==> config.mk <==
export PLATFORM = sky130hd
export DESIGN_NAME = imem_loader_flat
export DESIGN_NICKNAME = d
export VERILOG_FILES = /design/src/rtl/imem_loader_if.sv /design/src/rtl/imem_loader.sv /design/src/flat_wrapper.sv
export SDC_FILE = /design/constraint.sdc
export NUM_CORES = 1
export LEC_CHECK = 0
export CAP_MARGIN = 20
export CORE_MARGIN = 4
export CORE_UTILIZATION = 50
export DETAILED_ROUTE_END_ITERATION = 6
export PLACE_DENSITY = 0.76
export SLEW_MARGIN = 20
export SYNTH_ARGS = -nofsm -noshare
export SYNTH_HDL_FRONTEND = slang
export SYNTH_SLANG_ARGS = --single-unit
==> constraint.sdc <==
create_clock -name clk -period 2.3 [get_ports clk]
set_input_delay 0.69 -clock clk [delete_from_list [all_inputs] [get_ports clk]]
set_output_delay 0.69 -clock clk [all_outputs]
set_load 0.01 [all_outputs]
==> src/rtl/imem_loader_if.sv <==
// Byte-stream and imem write-port bundle for the boot loader.
// The slave side is the loader. The master side is the byte source together with the memory.
interface imem_loader_if #(
  parameter int n = 32,
  parameter int r = 6
);
  logic           byte_valid;
  logic [7:0]     byte_data;
  logic           byte_ready;
  logic           mem_we;
  logic [r-1:0]   mem_addr;
  logic [n-1:0]   mem_wdata;

  modport master (
    output byte_valid, byte_data,
    input  byte_ready, mem_we, mem_addr, mem_wdata
  );

  modport slave (
    input  byte_valid, byte_data,
    output byte_ready, mem_we, mem_addr, mem_wdata
  );
endinterface

==> src/rtl/imem_loader.sv <==
// Boot-time instruction memory loader. It packs a little-endian byte stream into n-bit words
// and writes them to consecutive addresses from 0. It releases the CPU once the load is done.
module imem_loader #(
  parameter int n = 32,
  parameter int r = 6
) (
  input  logic          clk,
  input  logic          reset_n,
  input  logic          start,
  input  logic [r:0]    num_words,
  imem_loader_if.slave  bus,
  output logic [r:0]    word_count,
  output logic [n-1:0]  checksum,
  output logic          busy,
  output logic          done,
  output logic          cpu_run
);
  localparam int BPW = n / 8;
  localparam int IW  = (BPW > 1) ? $clog2(BPW) : 1;
  localparam logic [IW-1:0] LAST_IDX = IW'(BPW - 1);
  localparam logic [r:0]    DEPTH    = {1'b1, {r{1'b0}}};

  typedef enum logic [1:0] {S_IDLE, S_RECV, S_WRITE, S_DONE} state_t;

  state_t          r_state;
  logic [r:0]      r_target;
  logic [IW-1:0]   r_idx;
  logic [n-1:0]    r_word;

  logic            w_xfer;
  logic [r:0]      w_target;
  logic [r:0]      w_count_nx;
  logic [n-1:0]    w_word;

  assign w_xfer     = bus.byte_valid & bus.byte_ready;
  assign w_target   = (num_words > DEPTH) ? DEPTH : num_words;
  assign w_count_nx = word_count + (r+1)'(1);
  assign cpu_run    = done;

  // NOTE: every signal written in always_comb gets a default first, otherwise a latch is inferred.
  always_comb begin
    w_word = r_word;
    w_word[8*r_idx +: 8] = bus.byte_data;
  end

  // NOTE: sequential state uses non-blocking assignments only, so every register samples pre-edge values.
  always_ff @(posedge clk or negedge reset_n) begin
    if (!reset_n) begin
      r_state        <= S_IDLE;
      r_target       <= '0;
      r_idx          <= '0;
      r_word         <= '0;
      bus.byte_ready <= 1'b0;
      bus.mem_we     <= 1'b0;
      bus.mem_addr   <= '0;
      bus.mem_wdata  <= '0;
      word_count     <= '0;
      checksum       <= '0;
      busy           <= 1'b0;
      done           <= 1'b0;
    end else begin
      bus.mem_we <= 1'b0;
      case (r_state)
        S_IDLE, S_DONE: begin
          if (start) begin
            r_target     <= w_target;
            r_idx        <= '0;
            word_count   <= '0;
            checksum     <= '0;
            bus.mem_addr <= '0;
            if (w_target == '0) begin
              r_state        <= S_DONE;
              done           <= 1'b1;
              busy           <= 1'b0;
              bus.byte_ready <= 1'b0;
            end else begin
              r_state        <= S_RECV;
              done           <= 1'b0;
              busy           <= 1'b1;
              bus.byte_ready <= 1'b1;
            end
          end
        end
        S_RECV: begin
          if (w_xfer) begin
            r_word <= w_word;
            if (r_idx == LAST_IDX) begin
              // The word is complete. Present it on the write port for exactly one cycle.
              r_idx          <= '0;
              r_state        <= S_WRITE;
              bus.byte_ready <= 1'b0;
              bus.mem_we     <= 1'b1;
              bus.mem_wdata  <= w_word;
              bus.mem_addr   <= word_count[r-1:0];
            end else begin
              r_idx <= r_idx + 1'b1;
            end
          end
        end
        S_WRITE: begin
          word_count <= w_count_nx;
          checksum   <= checksum ^ bus.mem_wdata;
          if (w_count_nx == r_target) begin
            r_state <= S_DONE;
            busy    <= 1'b0;
            done    <= 1'b1;
          end else begin
            r_state        <= S_RECV;
            bus.byte_ready <= 1'b1;
          end
        end
        default: r_state <= S_IDLE;
      endcase
    end
  end
endmodule

==> src/flat_wrapper.sv <==
// flat-port wrapper written by rule: the top's interface ports become plain ports
module imem_loader_flat 
#(
  parameter int n = 32,
  parameter int r = 6
)
  (clk, reset_n, start, num_words, word_count, checksum, busy, done, cpu_run, bus_byte_valid, bus_byte_data, bus_byte_ready, bus_mem_we, bus_mem_addr, bus_mem_wdata);
  imem_loader_if #(.n(n), .r(r)) bus_i ();
  input  logic clk;
  input  logic reset_n;
  input  logic start;
  input  logic [r:0] num_words;
  output logic [r:0] word_count;
  output logic [n-1:0] checksum;
  output logic busy;
  output logic done;
  output logic cpu_run;
  input wire logic [$bits(bus_i.byte_valid)-1:0] bus_byte_valid;
  input wire logic [$bits(bus_i.byte_data)-1:0] bus_byte_data;
  output wire logic [$bits(bus_i.byte_ready)-1:0] bus_byte_ready;
  output wire logic [$bits(bus_i.mem_we)-1:0] bus_mem_we;
  output wire logic [$bits(bus_i.mem_addr)-1:0] bus_mem_addr;
  output wire logic [$bits(bus_i.mem_wdata)-1:0] bus_mem_wdata;
  assign bus_i.byte_valid = bus_byte_valid;
  assign bus_i.byte_data = bus_byte_data;
  assign bus_byte_ready = bus_i.byte_ready;
  assign bus_mem_we = bus_i.mem_we;
  assign bus_mem_addr = bus_i.mem_addr;
  assign bus_mem_wdata = bus_i.mem_wdata;
  imem_loader #(.n(n), .r(r)) u_core (.clk(clk), .reset_n(reset_n), .start(start), .num_words(num_words), .bus(bus_i), .word_count(word_count), .checksum(checksum), .busy(busy), .done(done), .cpu_run(cpu_run));
endmodule
## Word-level counts from Yosys, hierarchy flattened

Index checks and enable logic that the tools add are counted.

| storage, ports and cells | value |
|---|---|
| bits in registers | 124 |
| input port bits | 19 |
| logic and storage cells | 79 |

| operators by class | value |
|---|---|
| $add $sub $neg | 3 |
| magnitude comparators | 1 |
| equality and inequality tests | 10 |
| shift-type cells | 2 |
| mux-type cells | 35 |
| bitwise logic cells | 2 |
| reduce and logical (&&, ||, !) cells | 14 |

Operators with widths:

| kind | number |
|---|---|
| one-hot mux 32 bit (2 select lines) | 1 |
| negation 5 -> 34 bit | 1 |
| variable shift 8 x 34 -> 32 bit (first input constant) | 1 |
| indexed part select 8 x 34 -> 32 bit | 1 |
| bitwise mux 32 bit | 1 |
| 2-to-1 mux 32 bit | 1 |
| bitwise XOR 32 bit | 1 |
| 2-to-1 mux 6 bit | 3 |
| 2-to-1 mux 2 bit | 8 |
| 2-to-1 mux 7 bit | 2 |
| one-hot mux 7 bit (2 select lines) | 1 |
| 2-to-1 mux 1 bit | 12 |
| one-hot mux 6 bit (2 select lines) | 1 |
| AND reduction 3 bit | 4 |
| AND reduction 4 bit | 2 |
| adder 7 x 1 -> 7 bit (second input constant) | 1 |
| == test 7 bit | 1 |
| > comparator 7 bit (second input constant) | 1 |
| zero test 7 bit | 1 |
| == test 2 bit (second input constant) | 3 |
| != test 2 x 1 -> 1 bit (second input constant) | 3 |
| one-hot mux 2 bit (3 select lines) | 1 |
| AND reduction 2 bit | 3 |
| != test 2 bit (second input constant) | 2 |
| 9 further kinds | 11 |

## Depth between registers and ports, before layout

Gate-level depths: netlist of the first run.

| depth | value |
|---|---|
| depth after elaboration | 6 |
| depth in mapped cells | 9 |
| mapped depth without buffers | 7 |

## Worst setup path before layout of the first run

Ideal clock, no wire load.

| timing path | value |
|---|---|
| kind | flip-flop to flip-flop |
| start point | reg u_core.r_idx[0] |
| end point | reg u_core.r_word[0] |
| setup time | 66 ps |
| arrival | 1943 ps |
| path slack | 291 ps |
| stages on the path, launching flop included | 10 |
| period minus slack after synthesis | 2009 ps |
| path through | dfrtp_1 buf_2 inv_1 ha_1 inv_1 and4_1 clkbuf_1 and2_1 buf_2 a22o_1 |

| on the way | value |
|---|---|
| word-level cells in the longest chain between the ends | 3 |
| elaborated cells between the ends (all ways) | 4 |
| classes of those cells | 1 x add/sub; 2 x shift; 1 x mux |

RTL lines:

| item | line | RTL |
|---|---|---|
| from (decl) | imem_loader.sv:27 | `logic [IW-1:0] r_idx;` |
| from (signal assigned) | imem_loader.sv:96 | `r_idx <= r_idx + 1'b1;` |
| negation 5 -> 34 bit (*) | imem_loader.sv:43 | `w_word[8*r_idx +: 8] = bus.byte_data;` |
| indexed part select 8 x 34 -> 32 bit or variable shift 8 x 34 -> 32 bit (tied branches) | imem_loader.sv:43 |  |
| bitwise mux 32 bit (*) | imem_loader.sv:43 |  |
| to (signal assigned) | imem_loader.sv:86 | `r_word <= w_word;` |
| to (decl) | imem_loader.sv:28 | `logic [n-1:0] r_word;` |

Mark *: on every way between the ends. The rest lies on a longest branch, timed or not.
A chain may end at the register's enable or synchronous reset.

## Worst setup path after layout of the first run

| timing path | value |
|---|---|
| start point | reg u_core.word_count[2] |
| end point | out word_count[2] |

RTL lines:

| item | line | RTL |
|---|---|---|
| from (decl) | imem_loader.sv:12 | `output logic [r:0] word_count,` |
| from (signal assigned) | imem_loader.sv:101 | `word_count <= w_count_nx;` |
| to (decl) | flat_wrapper.sv:13 | `output logic [r:0] word_count;` |

No word-level cell between the ends.

==> results of run 1 <==
where the power goes:
part	total (W)	internal [W]	switching, W
Clock	0.00302	0.00204	0.000988
Sequential	0.00262	0.00242	0.000198
Combinational	0.00221	0.000901	0.00131
Total	0.00785	0.00536	0.00249
per-stage QoR:
stage,instance area [µm²],utilization
global route,7520,0.688
finish,7520,0.688
detailed placement,6850,0.626
floorplan,5640,-
global placement,6850,0.626
CTS,7520,0.688
path summary, 6_finish.rpt:
check,slack (ns),end
setup / recovery,0.08,word_count[2]
hold / removal,0.22,u_core.checksum[20]$_DFFE_PN0P_
setup reg to reg,0.25,u_core.bus.byte_ready$_DFFE_PN0P_
hold reg to reg,0.49,u_core.r_word[11]$_DFFE_PN0P_
max in group asynchronous,1.29,u_core.busy$_DFFE_PN0P_
min in group clk,0.49,u_core.r_word[11]$_DFFE_PN0P_
metal layers:
layer	up-vias	wire (µm)	global-route usage
met3	34	703	0.0465
met4	0	336	0.0879
met1	2237	5570	0.276
li1	2091	-	-
met2	128	6970	0.372
met5	-	0	0
logic make-up (layout without fill, tap and decap cells):
kind of cell,Yosys count,after routing,share of synthesized area
and+or+nand+nor,197,197,0.171
AOI/OAI and AO/OA,134,134,0.151
DFF,124,124,0.550
buffers and inverters,49,164,0.0359
xor gates and xnor gates,43,43,0.0668
adders and majority gates,10,10,0.0222
muxes,2,2,0.00377
layout by cell type (no fill, tap or decap), types with 4 or more instances in the layout:
cell type	instances
nor2b_1	32
clkinv_4	5
buf_4	17
xnor2_1	9
nand2b_1	8
clkdlybuf4s50_1	99
xor2_1	34
nand3_1	4
bufinv_16	6
dfrtp_1	124
o21ai_0	49
and2_1	4
a21oi_1	34
a22o_1	42
nand2_1	94
nor2_1	35
inv_1	13
clkbuf_16	17
ha_1	10
registers in the layout, indices dropped and copies added, names as in the netlist:
name and flops:
u_core.bus.byte_ready 1, u_core.bus.mem_addr 6, u_core.bus.mem_wdata 32, u_core.bus.mem_we 1
u_core.busy 1, u_core.checksum 32, u_core.cpu_run 1, u_core.r_idx 2
u_core.r_state 2, u_core.r_target 7, u_core.r_word 32, u_core.word_count 7
final cells by class:
type / instances / area [µm²]
clock buffer: 18 / 429
timing repair buffer: 119 / 1180
multi-input combinational: 386 / 2340
sequential: 124 / 3100
clock inverter: 14 / 244
fill: 827 / 3410
inverter: 13 / 48.8
tap: 140 / 175
==> impl_metrics.env, run 1 <==
export IMPL_outcome="completed"
export IMPL_ys_seq_elements=124
export IMPL_worst_pin_slew_ns=0.535
export IMPL_routedWlPerCell_um=16.7
export IMPL_startpoint="u_core.word_count[2]$_DFFE_PN0P_"
export IMPL_area_growth_pct=33.3
export IMPL_ant_nets=0
export IMPL_endpoint_kind="primary output"
export IMPL_pwr_density_cell_nw_per_um2=1040
export IMPL_critPathLaunchType="flip-flop"
export IMPL_synth_nets=588
export IMPL_period_share=0.965
export IMPL_hold_violations=0
export IMPL_fin_crit_ns=2.22
export IMPL_cp_slowest_cell="clkdlybuf4s50_1"
export IMPL_hp_class="primary input to async pin"
export IMPL_fin_setup_tns_ns=0
export IMPL_finalHoldWorstSlack_ns=0.215
export IMPL_synthTopCellsByCount="dfrtp_1, nand2_1, o21ai_0"
export IMPL_place_gp_congestion=0.793
export IMPL_dr_pass1_iters=4
export IMPL_setup_viol_count_final=0
export IMPL_fin_cells=814
export IMPL_synth_top_area_frac=0.550
export IMPL_p_leak_nw=3.38
export IMPL_fp_dieW_um=114
export IMPL_grtUsageTotal=0.220
export IMPL_critPathTopFamily="buffers and inverters"
export IMPL_ys_top_cells_by_area="dfrtp_1, a22o_1, nand2_1, xor2_1, o21ai_0"
export IMPL_worst_path_stages=1
export IMPL_grt_start_max_net_pins=61
export IMPL_postCtsHoldBufs=0
export IMPL_place_inst=782
export IMPL_drc=0
export IMPL_core_rowCount=38
export IMPL_cts_sinks=124
export IMPL_antenna_found_initial=0
export IMPL_critPathKind="flip-flop to primary output"
export IMPL_start_util=0.516
export IMPL_ys_types=42
export IMPL_syn_avg_cell_area_um2=10.1
export IMPL_r2r_cells=7
export IMPL_diodes=0
export IMPL_post_drt_via_cell_ratio=5.52
export IMPL_yosysSeqAreaShare=0.550
export IMPL_post_cts_resized=0
export IMPL_core_um2=10900
export IMPL_max_stage_delay_ns=0.60
export IMPL_synthCells=559
export IMPL_cts_max_level=4
export IMPL_post_place_ws_ns=0.0422
export IMPL_finalClockSkew_ns=0.00673
export IMPL_wirelength_mm=13.6
export IMPL_postSynth_asyncResetShare=1.00
export IMPL_power_w=0.00785
export IMPL_grt_pass1_wl_mm=22.8
export IMPL_ys_flop_type="dfrtp_1"
export IMPL_crit_path_cell_trace="clkdlybuf4s50_1"
export IMPL_arrival_ns=1.53
export IMPL_clk_path_buf_depth=2
export IMPL_grt_setup_unrepaired="false"
export IMPL_critPathBufInv=1
export IMPL_layout_setup_ws_ns=0.0799
export IMPL_dieArea_um2=13000
export IMPL_ir_drop_v=0.00107
export IMPL_post_synth_top_count_cell="dfrtp_1"
export IMPL_crit_path_max_fanout=9
export IMPL_post_cts_buffers=0
export IMPL_clock_latency_ns=0.41
export IMPL_maxCapViolCount=0
export IMPL_root_buffer="clkbuf_16"
export IMPL_synth_cell_area_um2=5640
export IMPL_relSlewSlack=0.639
export IMPL_layout_nets=690
export IMPL_crit_required_ns=1.61
export IMPL_clk_pin_slew_ns=0.06
export IMPL_fp_dieH_um=114
export IMPL_synth_area_leader_cell="dfrtp_1"
export IMPL_vias=4490
export IMPL_drt_iter0_drc=207
export IMPL_numCtsBuffers=17
export IMPL_numPortBuffers=100
export IMPL_grt_pass1_vias=4655
export IMPL_grt_overflow_total=0
export IMPL_ys_warn_count=0
export IMPL_dpl_hpwl_mm=9.25
export IMPL_pin_count=101
export IMPL_synth_edf_count=0
export IMPL_rr_startpoint="u_core.word_count[0]$_DFFE_PN0P_"
export IMPL_drv_slew=0
export IMPL_drive_gt1_frac=0.0935
export IMPL_max_clock_freq_ghz=0.450
export IMPL_cts_tree="built"
No activity file was read; power rests on OpenSTA's default activity.
==> run 2, diff against run 1 <==
--- a/config.mk
+++ b/config.mk
@@ -7,9 +7,9 @@
 export LEC_CHECK = 0
 export CAP_MARGIN = 20
 export CORE_MARGIN = 4
-export CORE_UTILIZATION = 50
+export CORE_UTILIZATION = 53
 export DETAILED_ROUTE_END_ITERATION = 6
-export PLACE_DENSITY = 0.76
+export PLACE_DENSITY = 0.8
 export SLEW_MARGIN = 20
 export SYNTH_ARGS = -nofsm -noshare
 export SYNTH_HDL_FRONTEND = slang
==> impl_metrics.env, run 2 (synthesis results as in run 1) <==
export IMPL_outcome="completed"
export IMPL_critPathLaunchType="flip-flop"
export IMPL_dpl_hpwl_mm=9.16
export IMPL_r2r_end="u_core.busy$_DFFE_PN0P_"
export IMPL_hp_class="flip-flop to flip-flop"
export IMPL_p_int_w=0.00495
export IMPL_post_drt_via_cell_ratio=5.51
export IMPL_cts_max_level=4
export IMPL_post_cts_buffers=0
export IMPL_numCtsBuffers=17
export IMPL_clock_latency_ns=0.52
export IMPL_grt_pass1_vias=4576
export IMPL_period_share=0.979
export IMPL_critPathBufInv=1
export IMPL_drive_gt1_frac=0.103
export IMPL_start_util=0.546
export IMPL_area_growth_pct=33.0
export IMPL_crit_required_ns=1.61
export IMPL_core_um2=10300
export IMPL_crit_path_max_fanout=6
export IMPL_dieArea_um2=12400
export IMPL_p_sw_w=0.00252
export IMPL_cts_sinks=124
export IMPL_relSlewSlack=0.651
export IMPL_netSwitchingFraction=0.337
export IMPL_worstHoldEndpoint="u_core.r_word[16]$_DFFE_PN0P_"
export IMPL_cts_tree="built"
export IMPL_drv_slew=0
export IMPL_diodes=0
export IMPL_r2r_cells=7
export IMPL_largestRegisters="u_core.bus.mem_wdata x32, u_core.checksum x32, u_core.r_word x32"
export IMPL_drc=0
export IMPL_grt_start_max_net_pins=62
export IMPL_arrival_ns=1.56
export IMPL_hold_violations=0
export IMPL_pwr_share_clk=0.344
export IMPL_core_rowCount=37
export IMPL_cp_slowest_cell="clkdlybuf4s50_1"
export IMPL_hp_start="u_core.r_word[16]$_DFFE_PN0P_"
export IMPL_pwr_density_cell_nw_per_um2=996
export IMPL_maxCapViolCount=0
export IMPL_setup_viol_count_final=0
export IMPL_vias=4487
export IMPL_wirelength_mm=13.7
export IMPL_fp_dieW_um=111
export IMPL_max_stage_delay_ns=0.58
export IMPL_p_leak_nw=3.37
export IMPL_ir_drop_v=0.000764
export IMPL_hold_path_cell_count=1
export IMPL_numPortBuffers=100
export IMPL_grt_pass1_wl_mm=22.5
export IMPL_grt_overflow_total=0
export IMPL_root_buffer="clkbuf_8"
export IMPL_max_clock_freq_ghz=0.444
export IMPL_grt_setup_unrepaired="false"
export IMPL_clk_path_buf_depth=2
export IMPL_place_gp_congestion=0.829
export IMPL_finalClockSkew_ns=0.0121
export IMPL_grtUsageTotal=0.227
export IMPL_critPathTopFamily="buffers and inverters"
export IMPL_rr_startpoint="u_core.word_count[1]$_DFFE_PN0P_"
export IMPL_clk_pin_slew_ns=0.06
export IMPL_combPwrFrac=0.306
export IMPL_worst_path_stages=1
export IMPL_pin_count=101
export IMPL_antenna_found_initial=0
export IMPL_worst_pin_slew_ns=0.518
export IMPL_drt_iter0_drc=296
export IMPL_layout_common_cells="dfrtp_1, clkdlybuf4s50_1, nand2_1, o21ai_0, a22o_1"
export IMPL_seqPwrFrac=0.349
export IMPL_final_common_cell="dfrtp_1"
export IMPL_critPathKind="flip-flop to primary output"
export IMPL_crit_path_cell_trace="clkdlybuf4s50_1"
export IMPL_r2r_setup_slack_ns=0.30
export IMPL_fin_setup_tns_ns=0
export IMPL_finalHoldWorstSlack_ns=0.497
export IMPL_fp_dieH_um=111
export IMPL_dr_pass1_iters=4
export IMPL_layout_nets=695
export IMPL_fin_crit_ns=2.25
export IMPL_routedWlPerCell_um=16.8
export IMPL_endpoint_kind="primary output"
export IMPL_ant_nets=0
run 2: cell types whose count changed in the layout (fill, tap and decap cells not counted), moves of 2 or more:
cell / before / now
buf_12: 3 / 6
bufinv_16: 6 / 2
clkbuf_8: 0 / 2
clkinvlp_4: 2 / 5
dfrtp_1: 124 / 120
dfrtp_2: 0 / 4
run 2: layer usage:
layer / up-vias / wire length (µm) / GRT usage
met5: - / 0 / 0
met4: 0 / 329 / 0.0762
met3: 29 / 758 / 0.0546
met2: 140 / 7070 / 0.400
met1: 2214 / 5510 / 0.271
li1: 2104 / - / -
run 2: timing repair:
item | CTS | global route
resized for setup | 1 | 4
endpoints found under the setup margin | 1 | 4
hold endpoints to repair | 2 | 0
hold buffers | 1 | 0
run 2: power groups by stage:
| stage | sequential (W) | clock, W | combinational [W] |
|---|---|---|---|
| 2_1_floorplan | 0.00264 | 0 | 0.00134 |
| 3_3_place_gp | 0.00263 | 0 | 0.00216 |
| 5_1_grt | 0.00264 | 0.00271 | 0.00251 |
| 4_1_cts | 0.00260 | 0.00259 | 0.00228 |
| 6_report | 0.00261 | 0.00257 | 0.00229 |
| 3_5_place_dp | 0.00264 | 0 | 0.00225 |
run 2: how the worst max path moves through the flow:
| stage | from | to |
|---|---|---|
| finish | u_core.word_count[5]$_DFFE_PN0P_ | word_count[5] |
| CTS | u_core.word_count[3]$_DFFE_PN0P_ | word_count[3] |
| floorplan | u_core.r_idx[0]$_DFFE_PN0P_ | u_core.r_word[0]$_DFFE_PN0P_ |
| global placement | bus_byte_valid | u_core.bus.byte_ready$_DFFE_PN0P_ |
| global route | u_core.word_count[5]$_DFFE_PN0P_ | word_count[5] |
| detailed placement | bus_byte_valid | u_core.bus.byte_ready$_DFFE_PN0P_ |
run 2: metrics by stage:
stage | instance area [µm²] | instances | utilization | power, W | worst slack, ns
3_3_place_gp | 6910 | 782 | 0.669 | 0.00479 | 0.106
6_report | 7500 | 815 | 0.727 | 0.00747 | 0.0478
5_1_grt | 7500 | 815 | 0.727 | 0.00786 | 0.00474
2_1_floorplan | 5640 | 559 | - | 0.00397 | 0.291
4_1_cts | 7500 | 815 | 0.726 | 0.00748 | 0.0242
3_5_place_dp | 6910 | 782 | 0.669 | 0.00489 | 0.0646
run 2: final cells by class:
class / count / area [µm²]
well taps: 136 / 170
clock buffers: 20 / 435
clock inverters: 12 / 141
fillers: 726 / 2820
flip-flops and latches: 124 / 3110
repair buffers: 124 / 1260
multi-input cells: 386 / 2340
inverters: 13 / 48.8
